<file path="config.mk">
export PLATFORM = sky130hd
export DESIGN_NAME = iter_muldiv
export DESIGN_NICKNAME = d
export VERILOG_FILES = /design/src/rtl/muldiv_pkg.sv /design/src/rtl/muldiv_signfix.sv /design/src/rtl/iter_muldiv.sv
export SDC_FILE = /design/constraint.sdc
export NUM_CORES = 1
export LEC_CHECK = 0
export CELL_PAD_IN_SITES_DETAIL_PLACEMENT = 1
export CELL_PAD_IN_SITES_GLOBAL_PLACEMENT = 2
export CORE_ASPECT_RATIO = 1.2
export CORE_MARGIN = 10
export CORE_UTILIZATION = 36
export CTS_CLUSTER_DIAMETER = 150
export DETAILED_ROUTE_END_ITERATION = 7
export PLACE_DENSITY = 0.82
export SYNTH_ARGS = -nofsm -noshare
export SYNTH_HDL_FRONTEND = slang
export SYNTH_SLANG_ARGS = --single-unit
</file>
<file path="constraint.sdc">
create_clock -name clk -period 4.1 [get_ports clk]
set_clock_uncertainty 0.15 [all_clocks]
set_input_delay 1.025 -clock clk [delete_from_list [all_inputs] [get_ports clk]]
set_output_delay 1.025 -clock clk [all_outputs]
set_load 0.03 [all_outputs]
</file>
<file path="src/rtl/muldiv_pkg.sv">
// Shared op encodings, FSM state type and op-decode helpers for the iterative MUL/DIV unit.
package muldiv_pkg;

  localparam logic [1:0] OP_MUL  = 2'b00;
  localparam logic [1:0] OP_MULU = 2'b01;
  localparam logic [1:0] OP_DIV  = 2'b10;
  localparam logic [1:0] OP_DIVU = 2'b11;

  typedef enum logic [1:0] {
    IDLE = 2'd0,
    RUN  = 2'd1,
    FIX  = 2'd2,
    DONE = 2'd3
  } state_e;

  function automatic logic op_is_div(input logic [1:0] op);
    return op[1];
  endfunction

  function automatic logic op_is_signed(input logic [1:0] op);
    return ~op[0];
  endfunction

endpackage

</file>
<file path="src/rtl/muldiv_signfix.sv">
// Combinational sign correction of magnitude results: 2W product negation for MUL,
// independent quotient/remainder negation for DIV. Zero latency, no flow control.
module muldiv_signfix #(
  parameter int WIDTH = 32
) (
  input  logic             is_div,
  input  logic             neg_lo,
  input  logic             neg_hi,
  input  logic [WIDTH-1:0] mag_hi,
  input  logic [WIDTH-1:0] mag_lo,
  output logic [WIDTH-1:0] res_hi,
  output logic [WIDTH-1:0] res_lo
);

  logic [2*WIDTH-1:0] prod_mag;
  logic [2*WIDTH-1:0] prod_neg;

  assign prod_mag = {mag_hi, mag_lo};
  assign prod_neg = -prod_mag;

  always_comb begin
    res_hi = mag_hi;
    res_lo = mag_lo;
    if (!is_div) begin
      if (neg_lo) begin
        {res_hi, res_lo} = prod_neg;
      end
    end else begin
      // Quotient sign and remainder sign are corrected independently.
      if (neg_lo) res_lo = -mag_lo;
      if (neg_hi) res_hi = -mag_hi;
    end
  end

endmodule

</file>
<file path="src/rtl/iter_muldiv.sv">
// Iterative 1-bit/cycle signed/unsigned MUL and restoring DIV; done WIDTH+2 cycles after start
// (1 cycle for div-by-zero / overflow). start is ignored while busy; flush aborts to IDLE.
module iter_muldiv
  import muldiv_pkg::*;
#(
  parameter int WIDTH = 32
) (
  input  logic             clk,
  input  logic             clear,
  input  logic             start,
  input  logic [1:0]       op,
  input  logic [WIDTH-1:0] opa,
  input  logic [WIDTH-1:0] opb,
  input  logic             flush,
  output logic             busy,
  output logic             done,
  output logic [WIDTH-1:0] hi,
  output logic [WIDTH-1:0] lo,
  output logic             div_zero,
  output logic             ovf
);

  localparam int CNT_W = $clog2(WIDTH);
  localparam logic [WIDTH-1:0] MIN_NEG = {1'b1, {(WIDTH-1){1'b0}}};

  state_e             state_q, state_d;
  logic [1:0]         op_q, op_d;
  logic [WIDTH-1:0]   a_q, a_d;
  logic [WIDTH-1:0]   b_q, b_d;
  logic [2*WIDTH-1:0] acc_q, acc_d;
  logic [CNT_W-1:0]   cnt_q, cnt_d;
  logic               sgn_q, sgn_d;
  logic               rsgn_q, rsgn_d;
  logic [WIDTH-1:0]   hi_q, hi_d;
  logic [WIDTH-1:0]   lo_q, lo_d;
  logic               dz_q, dz_d;
  logic               ovf_q, ovf_d;

  logic               opa_neg, opb_neg;
  logic [WIDTH-1:0]   opa_mag, opb_mag;
  logic [WIDTH:0]     mul_sum;
  logic [2*WIDTH-1:0] mul_next;
  logic [WIDTH:0]     div_trial;
  logic [2*WIDTH-1:0] div_next;
  logic [WIDTH-1:0]   fix_hi, fix_lo;

  assign opa_neg = op_is_signed(op) & opa[WIDTH-1];
  assign opb_neg = op_is_signed(op) & opb[WIDTH-1];
  assign opa_mag = opa_neg ? -opa : opa;
  assign opb_mag = opb_neg ? -opb : opb;

  // MUL: acc = {partial product, remaining multiplier bits}; add then shift right.
  assign mul_sum  = {1'b0, acc_q[2*WIDTH-1:WIDTH]} + {1'b0, (acc_q[0] ? a_q : {WIDTH{1'b0}})};
  assign mul_next = {mul_sum, acc_q[WIDTH-1:1]};

  // DIV: acc = {partial remainder, dividend/quotient}; shift left, trial subtract.
  assign div_trial = {acc_q[2*WIDTH-1:WIDTH], acc_q[WIDTH-1]} - {1'b0, b_q};
  assign div_next  = div_trial[WIDTH]
                   ? {acc_q[2*WIDTH-2:WIDTH-1], acc_q[WIDTH-2:0], 1'b0}
                   : {div_trial[WIDTH-1:0], acc_q[WIDTH-2:0], 1'b1};

  muldiv_signfix #(.WIDTH(WIDTH)) u_signfix (
    .is_div (op_is_div(op_q)),
    .neg_lo (sgn_q),
    .neg_hi (rsgn_q),
    .mag_hi (acc_q[2*WIDTH-1:WIDTH]),
    .mag_lo (acc_q[WIDTH-1:0]),
    .res_hi (fix_hi),
    .res_lo (fix_lo)
  );

  always_comb begin
    state_d = state_q;
    op_d    = op_q;
    a_d     = a_q;
    b_d     = b_q;
    acc_d   = acc_q;
    cnt_d   = cnt_q;
    sgn_d   = sgn_q;
    rsgn_d  = rsgn_q;
    hi_d    = hi_q;
    lo_d    = lo_q;
    dz_d    = dz_q;
    ovf_d   = ovf_q;

    if (flush) begin
      state_d = IDLE;
    end else begin
      unique case (state_q)
        IDLE: begin
          if (start) begin
            op_d    = op;
            a_d     = opa_mag;
            b_d     = opb_mag;
            sgn_d   = opa_neg ^ opb_neg;
            rsgn_d  = opa_neg;
            dz_d    = 1'b0;
            ovf_d   = 1'b0;
            cnt_d   = CNT_W'(WIDTH - 1);
            acc_d   = op_is_div(op) ? {{WIDTH{1'b0}}, opa_mag} : {{WIDTH{1'b0}}, opb_mag};
            state_d = RUN;
            if (op_is_div(op) && (opb == '0)) begin
              dz_d    = 1'b1;
              lo_d    = '1;
              hi_d    = opa;
              state_d = DONE;
            end else if ((op == OP_DIV) && (opa == MIN_NEG) && (opb == '1)) begin
              ovf_d   = 1'b1;
              lo_d    = opa;
              hi_d    = '0;
              state_d = DONE;
            end
          end
        end
        RUN: begin
          acc_d = op_is_div(op_q) ? div_next : mul_next;
          cnt_d = cnt_q - 1'b1;
          if (cnt_q == '0) state_d = FIX;
        end
        FIX: begin
          hi_d    = fix_hi;
          lo_d    = fix_lo;
          state_d = DONE;
        end
        DONE: begin
          state_d = IDLE;
        end
        default: state_d = IDLE;
      endcase
    end
  end

  always_ff @(posedge clk or negedge clear) begin
    if (!clear) begin
      state_q <= IDLE;
      op_q    <= '0;
      a_q     <= '0;
      b_q     <= '0;
      acc_q   <= '0;
      cnt_q   <= '0;
      sgn_q   <= 1'b0;
      rsgn_q  <= 1'b0;
      hi_q    <= '0;
      lo_q    <= '0;
      dz_q    <= 1'b0;
      ovf_q   <= 1'b0;
    end else begin
      state_q <= state_d;
      op_q    <= op_d;
      a_q     <= a_d;
      b_q     <= b_d;
      acc_q   <= acc_d;
      cnt_q   <= cnt_d;
      sgn_q   <= sgn_d;
      rsgn_q  <= rsgn_d;
      hi_q    <= hi_d;
      lo_q    <= lo_d;
      dz_q    <= dz_d;
      ovf_q   <= ovf_d;
    end
  end

  assign busy     = (state_q != IDLE);
  assign done     = (state_q == DONE);
  assign hi       = hi_q;
  assign lo       = lo_q;
  assign div_zero = dz_q;
  assign ovf      = ovf_q;

endmodule
</file>
After elaboration in Yosys (flattened, before gate mapping)
Cells that the tools add are included.

word-level totals
  register bits = 205
  bits of input ports = 70
  output and inout port bits = 68

cells by class
  $add $sub $neg = 8
  equal/unequal tests = 10
  mux-type cells = 33
  bitwise gates (word level) = 5
  reduce and logical (&&, ||, !) cells = 13

operators by type and width
  operator                                                             count
  32-bit 2-to-1 mux                                                    16
  64-bit 2-to-1 mux                                                    3
  32-bit negator                                                       4
  32-bit case mux with 2 select lines                                  2
  64-bit case mux with 2 select lines                                  1
  32-bit == test (second input constant)                               2
  64-bit negator                                                       1
  32-bit by 32-bit adder with 33-bit output                            1
  33-bit by 32-bit subtractor with 33-bit output                       1
  32-bit logical NOT                                                   1
  2-bit 2-to-1 mux                                                     5
  5-bit case mux with 2 select lines                                   1
  3-bit inequality test (second input constant)                        3
  2-bit case mux with 4 select lines                                   1
  2-bit == test (second input constant)                                3
  3-bit AND reduction                                                  2
  2-bit nonzero test                                                   3
  5-bit logical NOT                                                    1
  5-bit 2-to-1 mux                                                     1
  5-bit by 1-bit subtractor with 5-bit output (second input constant)  1
  4-bit AND reduction                                                  1
  1-bit logical AND                                                    3
  1-bit 2-to-1 mux                                                     3
  1-bit bitwise AND                                                    2
  6 further kinds                                                      7

Logic depth before layout (Yosys ltp)
Gate-level depths: netlist (run 1).

  depth after elaboration = 8
  depth in mapped cells = 15
  mapped depth without buffers = 13

Cells and area by module
From an unflattened synthesis (run 1), not the netlist that was laid out.

second synthesis, totals
  cell total of the unflattened synthesis = 2176
  area, all modules = 16786.1 um^2

modules (own cells, without submodules)
  module          instances  cells each  area each (um^2)  sequential area each (um^2)
  iter_muldiv     1          1901        15005.6           5104.9
  muldiv_signfix  1          275         1780.5            0.0

Least setup slack after synthesis (run 1)
No wires, ideal clock.

  path type = input-to-reg
  start point = in opb[21]
  end point = reg acc_q[29]
  data arrival time = 3.251 ns
  data required time = 3.813 ns
  setup slack = 0.562 ns
  stages on the path = 9
  cell sequence = or4_4 -> nor4_4 -> or3b_1 -> or3_4 -> o31ai_4 -> xor2_1 -> nor2_1 -> nor3_2 -> a21oi_1

on the way
  longest elaborated chain between the ends = 5

ends and longest elaborated chain
  element                              line                RTL
  start, declared                      iter_muldiv.sv:13   input logic [WIDTH-1:0] opb,
  32-bit negator                       iter_muldiv.sv:50   assign opb_mag = opb_neg ? -opb : opb;
  32-bit 2-to-1 mux                    iter_muldiv.sv:50
  32-bit 2-to-1 mux                    iter_muldiv.sv:100  acc_d = op_is_div(op) ? {{WIDTH{1'b0}}, opa_mag} : {{WIDTH{1'b0}}, opb_mag};
  64-bit 2-to-1 mux                    iter_muldiv.sv:91   if (start) begin
  64-bit case mux with 2 select lines  iter_muldiv.sv:89   unique case (state_q)
  end signal, assigned                 iter_muldiv.sv:139  acc_q <= '0;
  end signal, assigned                 iter_muldiv.sv:152  acc_q <= acc_d;
  end, declared                        iter_muldiv.sv:30   logic [2*WIDTH-1:0] acc_q, acc_d;

No other way between the ends. The select of a mux whose other input is x is not followed.
A chain may end at the register's enable or synchronous reset.

Worst setup path after layout (run 1)
  start point = reg acc_q[0]
  end point = reg acc_q[63]

on the way
  longest elaborated chain between the ends = 4

ends and longest elaborated chain
  element                                    line                RTL
  32-bit 2-to-1 mux                          iter_muldiv.sv:53   assign mul_sum = {1'b0, acc_q[2*WIDTH-1:WIDTH]} + {1'b0, (acc_q[0] ? a_q : {WIDTH{1'b0}})};
  32-bit by 32-bit adder with 33-bit output  iter_muldiv.sv:53
  64-bit 2-to-1 mux                          iter_muldiv.sv:116  acc_d = op_is_div(op_q) ? div_next : mul_next;
  64-bit case mux with 2 select lines        iter_muldiv.sv:89

No other way between the ends.

==> reports/results.tsv, run 1 <==
stage	metric	value	unit
critical_path	Stages on worst setup path	15	
global_route	first-pass GRT wire length	112	mm
global_route	initial antenna violation count	3	
power	Peak VDD IR	0.385	mV
cells_and_area	Total Nets Final	2457	
route	post-route ant nets	0	
route	DRT iter0 DRCs	1045	
critical_path	Worst path max stage delay	0.65	ns
critical_path	Critical-path top delay cell	o41ai_1	
global_route	gr usage total	0.269	
synth	cell count after synthesis	2040	
power	static leakage	9.01	nW
route	DR vias	17101	
critical_path	Cell Chain, Critical Path	and2_1 > ha_1 > inv_1 > fa_1 > nor2b_1 > o31a_1 > o311a_1 > nor3_1 > buf_4 > a2bb2oi_1 > buf_4 > o41ai_1 > a41oi_1 > a41oi_1 > o31a_1	
critical_path	R2R depth	15	
route	DRC	0	
sta	RSZ-0062 raised after global routing	no	
cells_and_area	share of layout cells above drive strength 1	0.139	
critical_path	Buf+Inv Stages, Crit Path	3	
clocking	CTS tree	done	
outcome	outcome	completed	
sta	Slew Limit Fails	0	
critical_path	Worst R2R Start	acc_q[0]$_DFFE_PN0P_	
synth	yosys warns	0	
global_route	largest net degree at the start of global routing	72	
critical_path	crit end category	flip-flop	
critical_path	Top Family by Delay on Critical Path	compound AO/OA/AOI/OAI gates	
clocking	H-tree depth	1	
clocking	Root Buffer	clkbuf_16	
synth	synthesized cell area	0.0164	mm^2
clocking	Max clock buf depth	3	
global_route	vias in the first global route	17939	
sta	period utilisation layout	0.952	
die	die extent in y	254	um
cells_and_area	Final Non-Filler Cells	2937	
route	routed len/inst	25.8	um
die	Die W	215	um
sta	final-report hold violation count	0	
critical_path	startpoint types	flip-flop	
synth	Main synth FF type	dfrtp_1	
sta	final setup TNS	0	ns
clocking	clk sinks	204	
die	Cell Rows	85	
die	Die Area	0.0545	mm^2
power	Power Total	0.0135	W
die	Starting Density	0.364	
critical_path	Setup CP Type	flip-flop to flip-flop	
clocking	clock slew at reported path FFs	0.06	ns
sta	min Tclk post-route	3.90	ns
placed_design	placed insts	2892	
placed_design	routability cong.	0.959	
sta	final setup fails	0	
critical_path	Worst EP arrival	4.25	ns
cells_and_area	synthesis-to-layout area growth	26.4	%
synth	synthesized flop and latch total	204	
die	total core area	0.0450	mm^2
synth	Netlist cell types	82	
synth	Syn Area/Cell	8.04	um^2
run	Max-Cap Viols	0	
clocking	Num CTS Buffers	25	
clocking	PostCTS Resize Cnt	0	
sta	Fmax achieved	0.256	GHz
power	Pwr Density	650	mW/mm^2
synth	EDFF count, synth	0	
synth	post-synthesis sequential area ratio	0.311	
placed_design	HPWL Detailed	61.5	mm
critical_path	crit path from	acc_q[0]$_DFFE_PN0P_	
sta	Rel. slew slack	0.464	
die	# IOs	138	
clocking	latest clock arrival within the worst-skew pair	0.56	ns
synth	Net Count, Synth	2187	
placed_design	Port Buffers	137	
sta	Least-Margin Pin Slew	0.793	ns
sta	final setup margin	0.197	ns
placed_design	pre-CTS WS	-0.217	ns
clocking	Setup Buffers After CTS	0	
clocking	hold buffers post-CTS	0	
route	DR pass1 iterations	5	
critical_path	worst endpoint required time	4.45	ns
synth	Post-synth ARST share	1.00	
critical_path	Worst Path Max Fanout	5	
route	vias per std cell	5.82	
route	final wirelength	75.8	mm
global_route	gr ovfl total	0	
worst_hold_path	HP Class	input port to async pin	
## synth_stat cells, drive strengths merged (9+ instances only)
cell type    n  share of area
o22ai        9         0.0034
mux2        18          0.012
o21a        11         0.0050
o21ai      209          0.064
ha          75          0.057
a22oi       22          0.010
a21oi      151          0.046
nor2       206          0.047
o211ai      18         0.0082
mux2i       51          0.031
nand2b      23         0.0092
xor2        87          0.046
o221ai      13         0.0069
a221oi      40          0.021
nor2b       18         0.0069
nand4       29          0.011
a221o        9         0.0055
a21o        33          0.015
or3         18         0.0072
clkbuf      96          0.022
nand2      212          0.049
dfrtp      204           0.31
or2         13         0.0050
a31oi       15         0.0057
nor4        24          0.012
nor3        45          0.014
inv         74          0.017
a211oi      20         0.0092
o41ai       15         0.0085
xnor2       84          0.045
nand3       27         0.0082
or4         13         0.0062
o31ai       20          0.010
and2        40          0.015
buf         30          0.010
## layout by cell type (no fill, tap or decap), types with 15 or more instances in the layout
master,Yosys,routed
a211oi_1,20,20
a21o_1,33,33
a21oi_1,150,150
a221oi_1,40,40
a22oi_1,22,21
a31oi_1,15,15
and2_1,39,39
buf_4,4,222
clkbuf_16,0,25
clkdlybuf4s50_1,0,136
dfrtp_1,204,203
ha_1,75,74
inv_1,72,72
mux2_2,18,18
mux2i_1,51,51
nand2_1,212,212
nand2b_1,22,22
nand3_1,27,27
nand4_1,29,29
nor2_1,205,203
nor2b_1,18,18
nor3_1,43,41
nor4_1,21,21
o211ai_1,18,18
o21ai_0,186,186
o21ai_1,23,23
o31ai_1,19,19
or3_1,17,17
xnor2_1,84,84
xor2_1,87,87
## worst paths after layout
kind / endpoint / slack [ns]
min: hi[18]$_DFFE_PN0P_ / 0.33
min reg2reg: a_q[11]$_DFFE_PN0P_ / 0.33
max: acc_q[63]$_DFFE_PN0P_ / 0.20
min in group clk: a_q[11]$_DFFE_PN0P_ / 0.33
max in group asynchronous: cnt_q[0]$_DFFE_PN0P_ / 2.64
max reg2reg: acc_q[63]$_DFFE_PN0P_ / 0.20
## stage by stage
stage | hold WS, ns | instance area (um^2) | utilization
final | 0.327 | 20700 | 0.461
after global routing | 0.351 | 20700 | 0.461
after CTS | 0.328 | 20700 | 0.461
after detailed placement | 0.315 | 19900 | 0.442
after global placement | 0.304 | 19900 | 0.442
after floorplan | 0.292 | 16400 | -
## cell families after synthesis
group	share of synthesized area
mux	0.0435
flops	0.311
simple gates	0.210
buf+inv	0.0492
xor+xnor	0.0914
compound gates	0.235
fa+ha+maj	0.0597
## flip-flops by register name, summed over array words and instances (netlist names), 2 cells and up
| register | flops |
|---|---|
| a_q | 32 |
| b_q | 32 |
| cnt_q | 5 |
| hi | 32 |
| lo | 32 |
| state_q | 2 |
| acc_q | 64 |
## power breakdown
group | internal (W) | leakage (nW) | switching [W]
clock network | 0.00136 | 0.402 | 0.000958
logic | 0.00298 | 6.00 | 0.00471
registers | 0.00269 | 2.61 | 0.000786
total | 0.00703 | 9.01 | 0.00645
## routing by layer
layer | global-route usage | share of wire
met1 | 0.321 | 0.41
met2 | 0.460 | 0.49
met3 | 0.0398 | 0.046
met4 | 0.145 | 0.057
met5 | 0 | 0.00015
## layout make-up
| type | count | area [um^2] |
|---|---|---|
| antenna | 1 | 2.50 |
| tap | 609 | 762 |
| inverter | 74 | 278 |
| multi-input combinational | 1636 | 10500 |
| clock buffer | 33 | 686 |
| fill | 5362 | 24300 |
| clock inverter | 11 | 139 |
| sequential | 204 | 5110 |
| timing repair buffer | 369 | 3240 |
(Power assumes the default switching activity.)
==> run 2: changes to the inputs <==
--- a/config.mk
+++ b/config.mk
@@ -8,7 +8,7 @@
 export CELL_PAD_IN_SITES_DETAIL_PLACEMENT = 1
 export CELL_PAD_IN_SITES_GLOBAL_PLACEMENT = 2
 export CORE_ASPECT_RATIO = 1.2
-export CORE_MARGIN = 10
+export CORE_MARGIN = 2
 export CORE_UTILIZATION = 36
 export CTS_CLUSTER_DIAMETER = 150
 export DETAILED_ROUTE_END_ITERATION = 7
==> run 2 against run 1 <==
Die area is 13% lower. Via count is 0.58% lower. Sequential power hardly changed. Sequential share of layout area is 0.21 points higher. Largest power group unchanged.
==> reports/results.tsv, run 2 (synthesis gave the netlist of run 1 again) <==
stage	metric	value	unit	change
placed_design	pre-CTS WS	-0.234	ns	-0.0166 ns
cells_and_area	synthesis-to-layout area growth	25.4	%	
route	DRC	0		unchanged
critical_path	Worst EP arrival	4.11	ns	-0.14 ns
die	Cell Rows	85		unchanged
sta	final-report hold violation count	0		unchanged
cells_and_area	most frequent cells in the layout	212 x nand2_1, 206 x buf_4, 203 x nor2_1, 203 x dfrtp_1, 186 x o21ai_0		
route	final wirelength	73.4	mm	-3.2%
critical_path	startpoint types	flip-flop		
route	routed len/inst	25.1	um	-2.6%
clocking	hold buffers post-CTS	0		unchanged
clocking	PostCTS Resize Cnt	0		unchanged
cells_and_area	share of layout cells above drive strength 1	0.132		-0.00709
critical_path	worst endpoint required time	4.36	ns	-0.09 ns
sta	final setup margin	0.253	ns	+0.0566 ns
route	DR pass1 iterations	5		unchanged
die	die extent in y	238	um	-6.3%
clocking	Num CTS Buffers	25		unchanged
global_route	first-pass GRT wire length	111	mm	-1.7%
clocking	clock slew at reported path FFs	0.07	ns	about the same
run	Max-Cap Viols	0		unchanged
placed_design	Port Buffers	137		unchanged
die	total core area	0.0449	mm^2	-0.24%
sta	final setup fails	0		unchanged
placed_design	routability cong.	0.932		-2.8%
clocking	clk sinks	204		unchanged
clocking	Root Buffer	clkbuf_16		
sta	Worst Hold Slack	0.184	ns	-0.142 ns
placed_design	HPWL Detailed	59.1	mm	-3.8%
global_route	gr ovfl total	0		unchanged
die	Starting Density	0.365		+0.000864
clocking	Max clock buf depth	3		unchanged
sta	RSZ-0062 raised after global routing	no		
die	Die W	199	um	-7.4%
power	Power Total	0.0133	W	-1.7%
clocking	CTS tree	done		
critical_path	crit path from	acc_q[0]$_DFFE_PN0P_		
route	vias per std cell	5.82		about the same
critical_path	crit end category	flip-flop		
cells_and_area	Reg with most FFs	acc_q		
worst_hold_path	HP Class	input port to async pin		
cells_and_area	max reg flops	64		unchanged
clocking	H-tree depth	1		unchanged
critical_path	Worst R2R Start	acc_q[0]$_DFFE_PN0P_		
sta	Least-Margin Pin Slew	0.822	ns	+0.0287 ns
power	static leakage	8.90	nW	-1.1%
global_route	vias in the first global route	17600		-1.9%
route	DRT iter0 DRCs	1102		+5.5%
power	Pwr Density	645	mW/mm^2	-0.81%
cells_and_area	commonest non-fill, non-tap cell in the layout	nand2_1		
sta	period utilisation layout	0.938		-0.0138
critical_path	Setup CP Type	flip-flop to flip-flop		
cells_and_area	Fillers	5494		+2.5%
critical_path	Worst Path Max Fanout	26		+21
global_route	gr usage total	0.312		+0.0431
sta	min Tclk post-route	3.85	ns	-0.0566 ns
clocking	latest clock arrival within the worst-skew pair	0.55	ns	about the same
route	post-route ant nets	0		unchanged
global_route	initial antenna violation count	2		-1
die	Die Area	0.0473	mm^2	-13%
outcome	outcome	completed		
sta	Slew Limit Fails	0		unchanged
power	Peak VDD IR	0.332	mV	-14%
sta	Rel. slew slack	0.445		-0.0194
global_route	largest net degree at the start of global routing	75		+4.2%
clocking	Setup Buffers After CTS	0		unchanged
sta	Fmax achieved	0.260	GHz	+1.5%
route	DR vias	17002		-0.58%
die	# IOs	138		unchanged
cells_and_area	Total Nets Final	2439		-0.73%
## run 2: cell count changes in the layout (fill, tap and decap cells not counted)
cell / before / now
buf_12: 10 / 8
clkinv_2: 5 / 4
bufinv_16: 3 / 2
buf_4: 222 / 206
clkbuf_8: 4 / 5
inv_6: 1 / 0
diode_2: 1 / 2
clkinv_4: 0 / 1
## run 2: cell type report
cell class	instances	area, um^2	share of cell area
multi-input cells	1636	10500	0.512
well taps	609	762	0.0371
flip-flops and latches	204	5110	0.248
repair buffers	351	3080	0.150
clock inverters	9	104	0.00505
clock buffers	34	699	0.0340
inverters	74	278	0.0135
diodes	2	5.00	0.000244
## run 2: per-stage QoR
step / TNS [ns] / cells / utilization / cell area [um^2]
after CTS: 0 / 2917 / 0.458 / 20500
after detailed placement: -9.24 / 2874 / 0.440 / 19700
after global placement: -1.31 / 2874 / 0.440 / 19700
after floorplan: 0 / 2040 / - / 16400
after global routing: 0 / 2917 / 0.458 / 20500
final: 0 / 2919 / 0.458 / 20500
## run 2: worst max-delay path, stage by stage (launching register included)
cell and delay, ns:
dfrtp_1 0.48, buf_4 0.31, and2_1 0.20, ha_1 0.28, a21oi_1 0.23, o221ai_1 0.18, and4b_1 0.20, nor3_1 0.60
o21bai_1 0.23, a31o_2 0.30, xor2_1 0.16, a22oi_1 0.27, o21ai_1 0.12
## run 2: power breakdown
group	switching (W)	internal, W
combinational	0.00461	0.00292
sequential	0.000772	0.00269
clock	0.000957	0.00131
total	0.00633	0.00692
## run 2: worst paths after layout
path / endpoint / slack, ns / depth (start not counted)
worst max register to register: acc_q[51]$_DFFE_PN0P_ / 0.25 / 12
worst min-delay path: hi[23]$_DFFE_PN0P_ / 0.18 / 1
worst min register to register: a_q[12]$_DFFE_PN0P_ / 0.32 / 2
min in group clk: a_q[12]$_DFFE_PN0P_ / 0.32 / 2
max in group asynchronous: lo[12]$_DFFE_PN0P_ / 2.67 / 2
worst max-delay path: acc_q[51]$_DFFE_PN0P_ / 0.25 / 12
## run 2: metal layers
layer  vias up  share of wire  track usage
li1       7851              -            -
met1      8540           0.42        0.398
met2       463           0.49        0.533
met3       148          0.045       0.0322
met4         0          0.049        0.137
met5         -              0            0
